===== src/rtl/branch_pkg.sv =====
`default_nettype none
// ============================================================================
// Package    : branch_pkg
// Description: Shared types and constants for the branch resolve tracker.
//              branch_entry_t is one in-flight prediction captured at IF.
//              entry_mispredicts() compares a queued prediction against the
//              EX-stage outcome.
// Revision   : 1.0 - initial release
// ============================================================================
package branch_pkg;

  // Sequential fall-through distance for a not-taken branch.
  localparam logic [31:0] PC_STEP = 32'd4;

  typedef struct packed {
    logic [31:0] pc;
    logic        predict_taken;
    logic        glob;
    logic        loc;
    logic        valid_branch;
    logic [31:0] target;
  } branch_entry_t;

  // A prediction without a BTB hit cannot redirect fetch, so it behaves as
  // not-taken. A correct taken direction still mispredicts when the target
  // disagrees.
  function automatic logic entry_mispredicts(
    input branch_entry_t e,
    input logic          actual_taken,
    input logic [31:0]   actual_target
  );
    logic eff_pred;
    eff_pred = e.predict_taken & e.valid_branch;
    return (actual_taken != eff_pred) |
           (actual_taken & (actual_target != e.target));
  endfunction

endpackage
`default_nettype wire


===== src/rtl/branch_entry_fifo.sv =====
`default_nettype none
// ============================================================================
// Module     : branch_entry_fifo
// Description: DEPTH-entry in-order queue of branch predictions. Clear has
//              priority over push and pop. A push and a pop may happen in the
//              same cycle, including when the queue is full (the slot being
//              read out is the one being overwritten).
// Ports      : clk, rst (async, active-high)
//              push, push_data      - enqueue at tail
//              pop                  - dequeue head
//              clear                - drop all entries, pointers to 0
//              head_data            - entry at head (valid when !empty)
//              full, empty          - occupancy flags
// Revision   : 1.0 - initial release
// ============================================================================
import branch_pkg::*;

module branch_entry_fifo #(
  parameter int DEPTH = 4
) (
  input  logic          clk,
  input  logic          rst,
  input  logic          push,
  input  branch_entry_t push_data,
  input  logic          pop,
  input  logic          clear,
  output branch_entry_t head_data,
  output logic          full,
  output logic          empty
);

  localparam int PTR_W = $clog2(DEPTH);
  localparam int OCC_W = PTR_W + 1;

  branch_entry_t mem_q [DEPTH];
  branch_entry_t mem_d [DEPTH];
  logic [PTR_W-1:0] head_q, head_d;
  logic [PTR_W-1:0] tail_q, tail_d;
  logic [OCC_W-1:0] count_q, count_d;

  always_comb begin
    mem_d   = mem_q;
    head_d  = head_q;
    tail_d  = tail_q;
    count_d = count_q;
    if (clear) begin
      head_d  = '0;
      tail_d  = '0;
      count_d = '0;
    end else begin
      if (push) begin
        mem_d[tail_q] = push_data;
        tail_d        = tail_q + PTR_W'(1);
      end
      if (pop) begin
        head_d = head_q + PTR_W'(1);
      end
      case ({push, pop})
        2'b10:   count_d = count_q + OCC_W'(1);
        2'b01:   count_d = count_q - OCC_W'(1);
        default: count_d = count_q;
      endcase
    end
  end

  always_ff @(posedge clk or posedge rst) begin
    if (rst) begin
      mem_q   <= '{default: '0};
      head_q  <= '0;
      tail_q  <= '0;
      count_q <= '0;
    end else begin
      mem_q   <= mem_d;
      head_q  <= head_d;
      tail_q  <= tail_d;
      count_q <= count_d;
    end
  end

  assign head_data = mem_q[head_q];
  assign full      = (count_q == OCC_W'(DEPTH));
  assign empty     = (count_q == '0);

endmodule
`default_nettype wire


===== src/rtl/branch_resolve_tracker.sv =====
`default_nettype none
// ============================================================================
// Module     : branch_resolve_tracker
// Description: Queues each IF-stage branch prediction, pairs it in order with
//              its EX-stage resolution and drives the predictor update bundle
//              plus a mispredict redirect to fetch.
// Ports      : clk, rst (async, active-high)
//              IF side : is_branch_if, pc_if, predict_taken_if,
//                        glob_predict_taken_if, loc_predict_taken_if,
//                        valid_branch_if, pred_target_if, stall_if, full
//              EX side : resolve_ex, resolve_pc_ex, cmp_out_ex_in,
//                        target_ex_in
//              Control : flush
//              Update  : is_branch_ex, pc_ex, cmp_out_ex,
//                        glob_predict_taken_ex, loc_predict_taken_ex,
//                        mispredict, redirect_pc, order_err
// Options    : BRANCH_PERF_CNT_EN adds saturating perf counters
//              perf_branches, perf_mispredicts, perf_glob_correct,
//              perf_loc_correct (CNT_W bits each).
// Revision   : 1.0 - initial release
// ============================================================================
import branch_pkg::*;

module branch_resolve_tracker #(
  parameter int DEPTH = 4,
  parameter int CNT_W = 32
) (
  input  logic             clk,
  input  logic             rst,
  input  logic             is_branch_if,
  input  logic [31:0]      pc_if,
  input  logic             predict_taken_if,
  input  logic             glob_predict_taken_if,
  input  logic             loc_predict_taken_if,
  input  logic             valid_branch_if,
  input  logic [31:0]      pred_target_if,
  input  logic             stall_if,
  input  logic             flush,
  input  logic             resolve_ex,
  input  logic [31:0]      resolve_pc_ex,
  input  logic             cmp_out_ex_in,
  input  logic [31:0]      target_ex_in,
  output logic             full,
  output logic             is_branch_ex,
  output logic [31:0]      pc_ex,
  output logic             cmp_out_ex,
  output logic             glob_predict_taken_ex,
  output logic             loc_predict_taken_ex,
  output logic             mispredict,
  output logic [31:0]      redirect_pc,
  output logic             order_err
`ifdef BRANCH_PERF_CNT_EN
  ,
  output logic [CNT_W-1:0] perf_branches,
  output logic [CNT_W-1:0] perf_mispredicts,
  output logic [CNT_W-1:0] perf_glob_correct,
  output logic [CNT_W-1:0] perf_loc_correct
`endif
);

  branch_entry_t push_entry;
  branch_entry_t head_entry;
  logic          fifo_full;
  logic          fifo_empty;
  logic          pop;
  logic          push;
  logic          clear;
  logic          mispredict_now;

  assign push_entry = '{
    pc:            pc_if,
    predict_taken: predict_taken_if,
    glob:          glob_predict_taken_if,
    loc:           loc_predict_taken_if,
    valid_branch:  valid_branch_if,
    target:        pred_target_if
  };

  assign pop            = resolve_ex & ~fifo_empty;
  assign mispredict_now = pop & entry_mispredicts(head_entry, cmp_out_ex_in, target_ex_in);
  // A mispredict means everything younger than the head is wrong-path.
  assign clear          = flush | mispredict_now;
  // full stays asserted to fetch, but a same-cycle pop frees the head slot so
  // the push can still be accepted into it.
  assign push           = is_branch_if & ~stall_if & (~fifo_full | pop) & ~clear;
  assign full           = fifo_full;

  branch_entry_fifo #(
    .DEPTH (DEPTH)
  ) u_fifo (
    .clk       (clk),
    .rst       (rst),
    .push      (push),
    .push_data (push_entry),
    .pop       (pop),
    .clear     (clear),
    .head_data (head_entry),
    .full      (fifo_full),
    .empty     (fifo_empty)
  );

  logic        is_branch_ex_q, is_branch_ex_d;
  logic [31:0] pc_ex_q, pc_ex_d;
  logic        cmp_out_ex_q, cmp_out_ex_d;
  logic        glob_predict_taken_ex_q, glob_predict_taken_ex_d;
  logic        loc_predict_taken_ex_q, loc_predict_taken_ex_d;
  logic        mispredict_q, mispredict_d;
  logic [31:0] redirect_pc_q, redirect_pc_d;
  logic        order_err_q, order_err_d;

  always_comb begin
    is_branch_ex_d          = pop;
    pc_ex_d                 = pc_ex_q;
    cmp_out_ex_d            = cmp_out_ex_q;
    glob_predict_taken_ex_d = glob_predict_taken_ex_q;
    loc_predict_taken_ex_d  = loc_predict_taken_ex_q;
    // During flush the external redirect owns fetch, so no redirect pulse.
    mispredict_d            = mispredict_now & ~flush;
    redirect_pc_d           = redirect_pc_q;
    order_err_d             = order_err_q;

    if (pop) begin
      pc_ex_d                 = head_entry.pc;
      cmp_out_ex_d            = cmp_out_ex_in;
      glob_predict_taken_ex_d = head_entry.glob;
      loc_predict_taken_ex_d  = head_entry.loc;
    end

    if (mispredict_d) begin
      redirect_pc_d = cmp_out_ex_in ? target_ex_in : (resolve_pc_ex + PC_STEP);
    end

    // Resolving with nothing queued, or out of order, is a pipeline bug.
    if (resolve_ex && (fifo_empty || (head_entry.pc != resolve_pc_ex))) begin
      order_err_d = 1'b1;
    end
  end

  always_ff @(posedge clk or posedge rst) begin
    if (rst) begin
      is_branch_ex_q          <= 1'b0;
      pc_ex_q                 <= '0;
      cmp_out_ex_q            <= 1'b0;
      glob_predict_taken_ex_q <= 1'b0;
      loc_predict_taken_ex_q  <= 1'b0;
      mispredict_q            <= 1'b0;
      redirect_pc_q           <= '0;
      order_err_q             <= 1'b0;
    end else begin
      is_branch_ex_q          <= is_branch_ex_d;
      pc_ex_q                 <= pc_ex_d;
      cmp_out_ex_q            <= cmp_out_ex_d;
      glob_predict_taken_ex_q <= glob_predict_taken_ex_d;
      loc_predict_taken_ex_q  <= loc_predict_taken_ex_d;
      mispredict_q            <= mispredict_d;
      redirect_pc_q           <= redirect_pc_d;
      order_err_q             <= order_err_d;
    end
  end

  assign is_branch_ex          = is_branch_ex_q;
  assign pc_ex                 = pc_ex_q;
  assign cmp_out_ex            = cmp_out_ex_q;
  assign glob_predict_taken_ex = glob_predict_taken_ex_q;
  assign loc_predict_taken_ex  = loc_predict_taken_ex_q;
  assign mispredict            = mispredict_q;
  assign redirect_pc           = redirect_pc_q;
  assign order_err             = order_err_q;

`ifdef BRANCH_PERF_CNT_EN
  logic [CNT_W-1:0] perf_branches_q, perf_branches_d;
  logic [CNT_W-1:0] perf_mispredicts_q, perf_mispredicts_d;
  logic [CNT_W-1:0] perf_glob_correct_q, perf_glob_correct_d;
  logic [CNT_W-1:0] perf_loc_correct_q, perf_loc_correct_d;

  // Counters follow the emitted update, so they saturate at all-ones.
  always_comb begin
    perf_branches_d     = perf_branches_q;
    perf_mispredicts_d  = perf_mispredicts_q;
    perf_glob_correct_d = perf_glob_correct_q;
    perf_loc_correct_d  = perf_loc_correct_q;
    if (pop) begin
      if (!(&perf_branches_q)) begin
        perf_branches_d = perf_branches_q + CNT_W'(1);
      end
      if (mispredict_d && !(&perf_mispredicts_q)) begin
        perf_mispredicts_d = perf_mispredicts_q + CNT_W'(1);
      end
      if ((head_entry.glob == cmp_out_ex_in) && !(&perf_glob_correct_q)) begin
        perf_glob_correct_d = perf_glob_correct_q + CNT_W'(1);
      end
      if ((head_entry.loc == cmp_out_ex_in) && !(&perf_loc_correct_q)) begin
        perf_loc_correct_d = perf_loc_correct_q + CNT_W'(1);
      end
    end
  end

  always_ff @(posedge clk or posedge rst) begin
    if (rst) begin
      perf_branches_q     <= '0;
      perf_mispredicts_q  <= '0;
      perf_glob_correct_q <= '0;
      perf_loc_correct_q  <= '0;
    end else begin
      perf_branches_q     <= perf_branches_d;
      perf_mispredicts_q  <= perf_mispredicts_d;
      perf_glob_correct_q <= perf_glob_correct_d;
      perf_loc_correct_q  <= perf_loc_correct_d;
    end
  end

  assign perf_branches     = perf_branches_q;
  assign perf_mispredicts  = perf_mispredicts_q;
  assign perf_glob_correct = perf_glob_correct_q;
  assign perf_loc_correct  = perf_loc_correct_q;
`else
  // Perf counters are not built; CNT_W only sizes them when enabled.
  if (CNT_W > 0) begin : g_no_perf_cnt
  end
`endif

endmodule
`default_nettype wire


===== config.mk =====
export PLATFORM = sky130hd
export DESIGN_NAME = branch_resolve_tracker
export DESIGN_NICKNAME = d
export VERILOG_FILES = /design/src/rtl/branch_pkg.sv /design/src/rtl/branch_entry_fifo.sv /design/src/rtl/branch_resolve_tracker.sv
export SDC_FILE = /design/constraint.sdc
export NUM_CORES = 1
export LEC_CHECK = 0
export ABC_AREA = 1
export BUFFER_PORTS_ARGS = -buffer_cell sky130_fd_sc_hd__buf_4
export CAP_MARGIN = 15
export CORE_AREA = 2 2 220 222
export CTS_CLUSTER_SIZE = 8
export DETAILED_ROUTE_END_ITERATION = 12
export DIE_AREA = 0 0 222 224
export SYNTH_ARGS = -nofsm -noshare
export SYNTH_HDL_FRONTEND = slang
export SYNTH_HIERARCHICAL = 1
export SYNTH_SLANG_ARGS = --single-unit

===== constraint.sdc =====
create_clock -name clk -period 21.4 [get_ports clk]
set_input_delay 1.07 -clock clk [delete_from_list [all_inputs] [get_ports clk]]
set_output_delay 1.07 -clock clk [all_outputs]
set_load 0.005 [all_outputs]

==> summary.md <==
| Metric | Value |
|---|---|
| DRC viols | 0 |
| Setup violators final | 0 |
| Fin. max-slew vios | 0 |
| Top cells by area, synth | dfrtp_1 (52%), nand2_1 (14%), o21ai_0 (7.9%) |
| Layer with the highest usage | met2 |
| Vias | 15233 |
| Core Util, Final | 0.4235 |
| Std-Cell Rows | 80 |
| Clock transition at path regs | 0.06 ns |
| Nature of the critical path endpoint | register |
| CTS tree | done |
| Combinational group share of total power | 0.323 |
| Synth Register Bits | 349 |
| Total track usage | 0.2174 |
| Slew @ Worst Pin | 1.164 ns |
| Die X | 222 um |
| Met2 Resource Use GR | 0.3363 |
| Switching part of the total | 0.3580 |
| Avg Inst Size Synth | 7.913 um2 |
| Post-CTS sizing | 0 |
| Initial Util | 0.3578 |
| GP Congestion | 0.9237 |
| Io pins | 210 |
| Largest net degree at the start of global routing | 172 |
| Share of layout cells above drive strength 1 | 0.1296 |
| DRT Pass-1 Iters | 5 |
| Crit path max-delay family | simple AND/OR/NAND/NOR gates |
| Cell Pwr Density | 117.4 mW/mm2 |
| Crit path required time | 21.80 ns |
| ANT cells | 0 |
| Worst hold-check path type | reg -> reg |
| CP cell instances | clkinv_2, buf_4, o21ai_0, o22ai_1, xor2_1, nor2_1, nand2_1, nor2_1, nand3_2, nand2_1, nand2_1, nor2_1, inv_2, nor2_8, nand2_4, buf_4, nand2_1, o21ai_0 |
| Critical path arrival | 6.66 ns |
| Placed insts | 2851 |
| F_max | 159.7 MHz |
| CP Launch Type | register |
| Non-filler cells, final | 2906 |
| DRT iter0 DRCs | 1499 |
| Die area | 0.04973 mm2 |
| Met3 usage | 0.04092 |
| Worst path bufs/invs | 4 |
| Vias in the first global route | 14662 |
| RSZ-0062 raised after global routing | no |
| Drt wl/cell | 18.75 um |
| Post-cts hold buffer count | 0 |
| Inserted Clock Buffers | 49 |
| Congestion Overflow GR | 0 |
| Final hold viol count | 0 |
| Critical path class | reg -> reg |
| CTS root buf | clkbuf_16 |
| Max VDD drop | 0.08391 mV |
| Chip Height | 224 um |
| Clock network latency to the later pin of the worst-skew pair | 0.57 ns |
| Port bufs | 209 |
| Status | completed |
| First-pass GRT wire length | 84410 um |
| Post-synth EDFFs | 0 |
| Post-layout minimum cycle time | 6.262 ns |
| Power Internal | 1511 uW |
| Distinct cell type count of the synthesized netlist | 33 |
| Initial antenna violation count | 0 |
| Slowest-stage cell, CP | clkinv_2 |
| CP max FO | 82 |
| Clock network fraction of design power | 0.293 |
| Hpwl dp | 36930 um |
| Post-synth top area cell | dfrtp_1 |
| Leak | 0.009937 uW |
| P&R area growth vs syn | 18.34% |
| H-tree levels | 2 |
| Share of the synthesized area in the top cell type | 0.5155 |
| Placeable Area | 0.04735 mm2 |
| Seq pwr share | 0.384 |
| Vias/cell | 5.242 |
| Worst Skew | 0.02815 ns |
| Share of flip-flops with an asynchronous set or reset | 1.000 |
| Met1 Usage GRT | 0.3037 |
| Syn Nets | 2286 |
| Commonest non-fill, non-tap cell in the layout | nand2_1 |
| Switching power | 842.6 uW |
| Total setup buffers inserted after CTS | 0 |
| Mapped cell area | 0.01694 mm2 |
| Gate Count Post-Synth | 2141 |
| Max-cap violations | 0 |
| Synth Warn # | 6 |
| Most frequent cells in the layout | nand2_1 (648), dfrtp_1 (348), o21ai_0 (269) |
| Largest buffer count on any clock path | 3 |
| ANT nets after route | 0 |
| Nets | 2432 |
| Synth Flop Type | dfrtp_1 |
| # clock sinks | 349 |
| Most frequent CP cell | nand2_1 |
| Slowest stage delay, CP | 0.78 ns |
| Setup TNS | 0 ns |
| Period Utilization, post-route | 0.2926 |
| Sequential area share after synthesis | 0.5155 |
| Drt total wl | 54490 um |
| Slew margin rel. | 0.2240 |
-- logic make-up after synthesis --
kind of cell	share of synthesized area
AND/OR/NAND/NOR	0.2272
AO/OA/AOI/OAI	0.1602
flip-flops	0.5155
buffers and inverters	0.07060
XOR/XNOR	0.02171
adder cells (fa/ha/maj)	0.004874
-- Yosys cell counts (2+ instances only) --
cell type  number
a21oi_1         4
a31oi_1         2
buf_1           5
buf_2          19
buf_6          23
clkbuf_1       77
dfrtp_1       349
ha_1            5
inv_1         135
inv_2           3
nand2_1       648
nand2_4         4
nand3_1        27
nand3b_1        6
nand4_1        42
nor2_1        211
nor2_2          4
nor3_1          9
o21ai_0       269
o21ai_1       172
o22ai_1        73
or2_2           3
xnor2_1        16
xor2_1         26
-- layout make-up --
type                       count  area (um2)
timing repair buffer         221        1672
clock inverter                 2       36.28
inverter                     139       530.5
sequential                   349        8737
fill                        4784       27290
multi-input combinational   1527        7033
clock buffer                  53        1272
tap                          615       769.5
-- registers in the layout (all words and copies together), names as in the netlist --
register,cells
u_fifo/count_q,3
u_fifo/head_q,2
loc_predict_taken_ex,1
mispredict,1
is_branch_ex,1
pc_ex,32
glob_predict_taken_ex,1
cmp_out_ex,1
u_fifo/tail_q,2
redirect_pc,32
order_err,1
u_fifo/mem_q,272
-- routing by layer --
metal	wire, um	share of wire	vias up
met2	24140	0.44	560
met4	1826	0.034	0
met3	3816	0.070	110
li1	-	-	7240
met5	0	0	-
met1	24700	0.45	7323
-- metrics by stage --
step / instance area, um2 / total power (uW) / setup slack (ns) / hold WS (ns)
floorplan: 16940 / 1353 / 12.64 / 0.4478
global placement: 18740 / 1650 / 15.38 / 0.4594
detailed placement: 18740 / 1669 / 15.24 / 0.4612
CTS: 20050 / 2368 / 15.19 / 0.4773
global route: 20050 / 2502 / 14.65 / 0.4990
finish: 20050 / 2353 / 15.14 / 0.4711
-- worst reg2reg max path, cell delays in order (launching register included) --
cell	delay, ns
dfrtp_4	0.75
clkinv_2	0.78
buf_4	0.65
o21ai_0	0.31
o22ai_1	0.12
xor2_1	0.15
nor2_1	0.12
nand2_1	0.09
nor2_1	0.22
nand3_2	0.63
nand2_1	0.22
nand2_1	0.21
nor2_1	0.29
inv_2	0.11
nor2_8	0.23
nand2_4	0.37
buf_4	0.55
nand2_1	0.19
o21ai_0	0.10
-- final timing paths --
path	from	end	slack [ns]	cells after the start
max in group asynchronous	rst	u_fifo/mem_q[237]	19.40	3
worst min register to register	pc_ex[10]	pc_ex[10]	0.47	2
worst max-delay path	u_fifo/head_q[0]	u_fifo/mem_q[70]	15.14	18
worst max register to register	u_fifo/head_q[0]	u_fifo/mem_q[70]	15.14	18
min in group asynchronous	rst	u_fifo/mem_q[22]	0.61	2
worst min-delay path	pc_ex[10]	pc_ex[10]	0.47	2
-- power by group through the flow --
| stage | combinational (uW) | clock (uW) | sequential (uW) |
|---|---|---|---|
| final | 761 | 688 | 904 |
| after global placement | 741 | 0 | 909 |
| after global routing | 851 | 729 | 922 |
| after floorplan | 465 | 0 | 888 |
| after CTS | 760 | 706 | 903 |
| after detailed placement | 758 | 0 | 912 |
No activity file was read; power rests on OpenSTA's default activity.
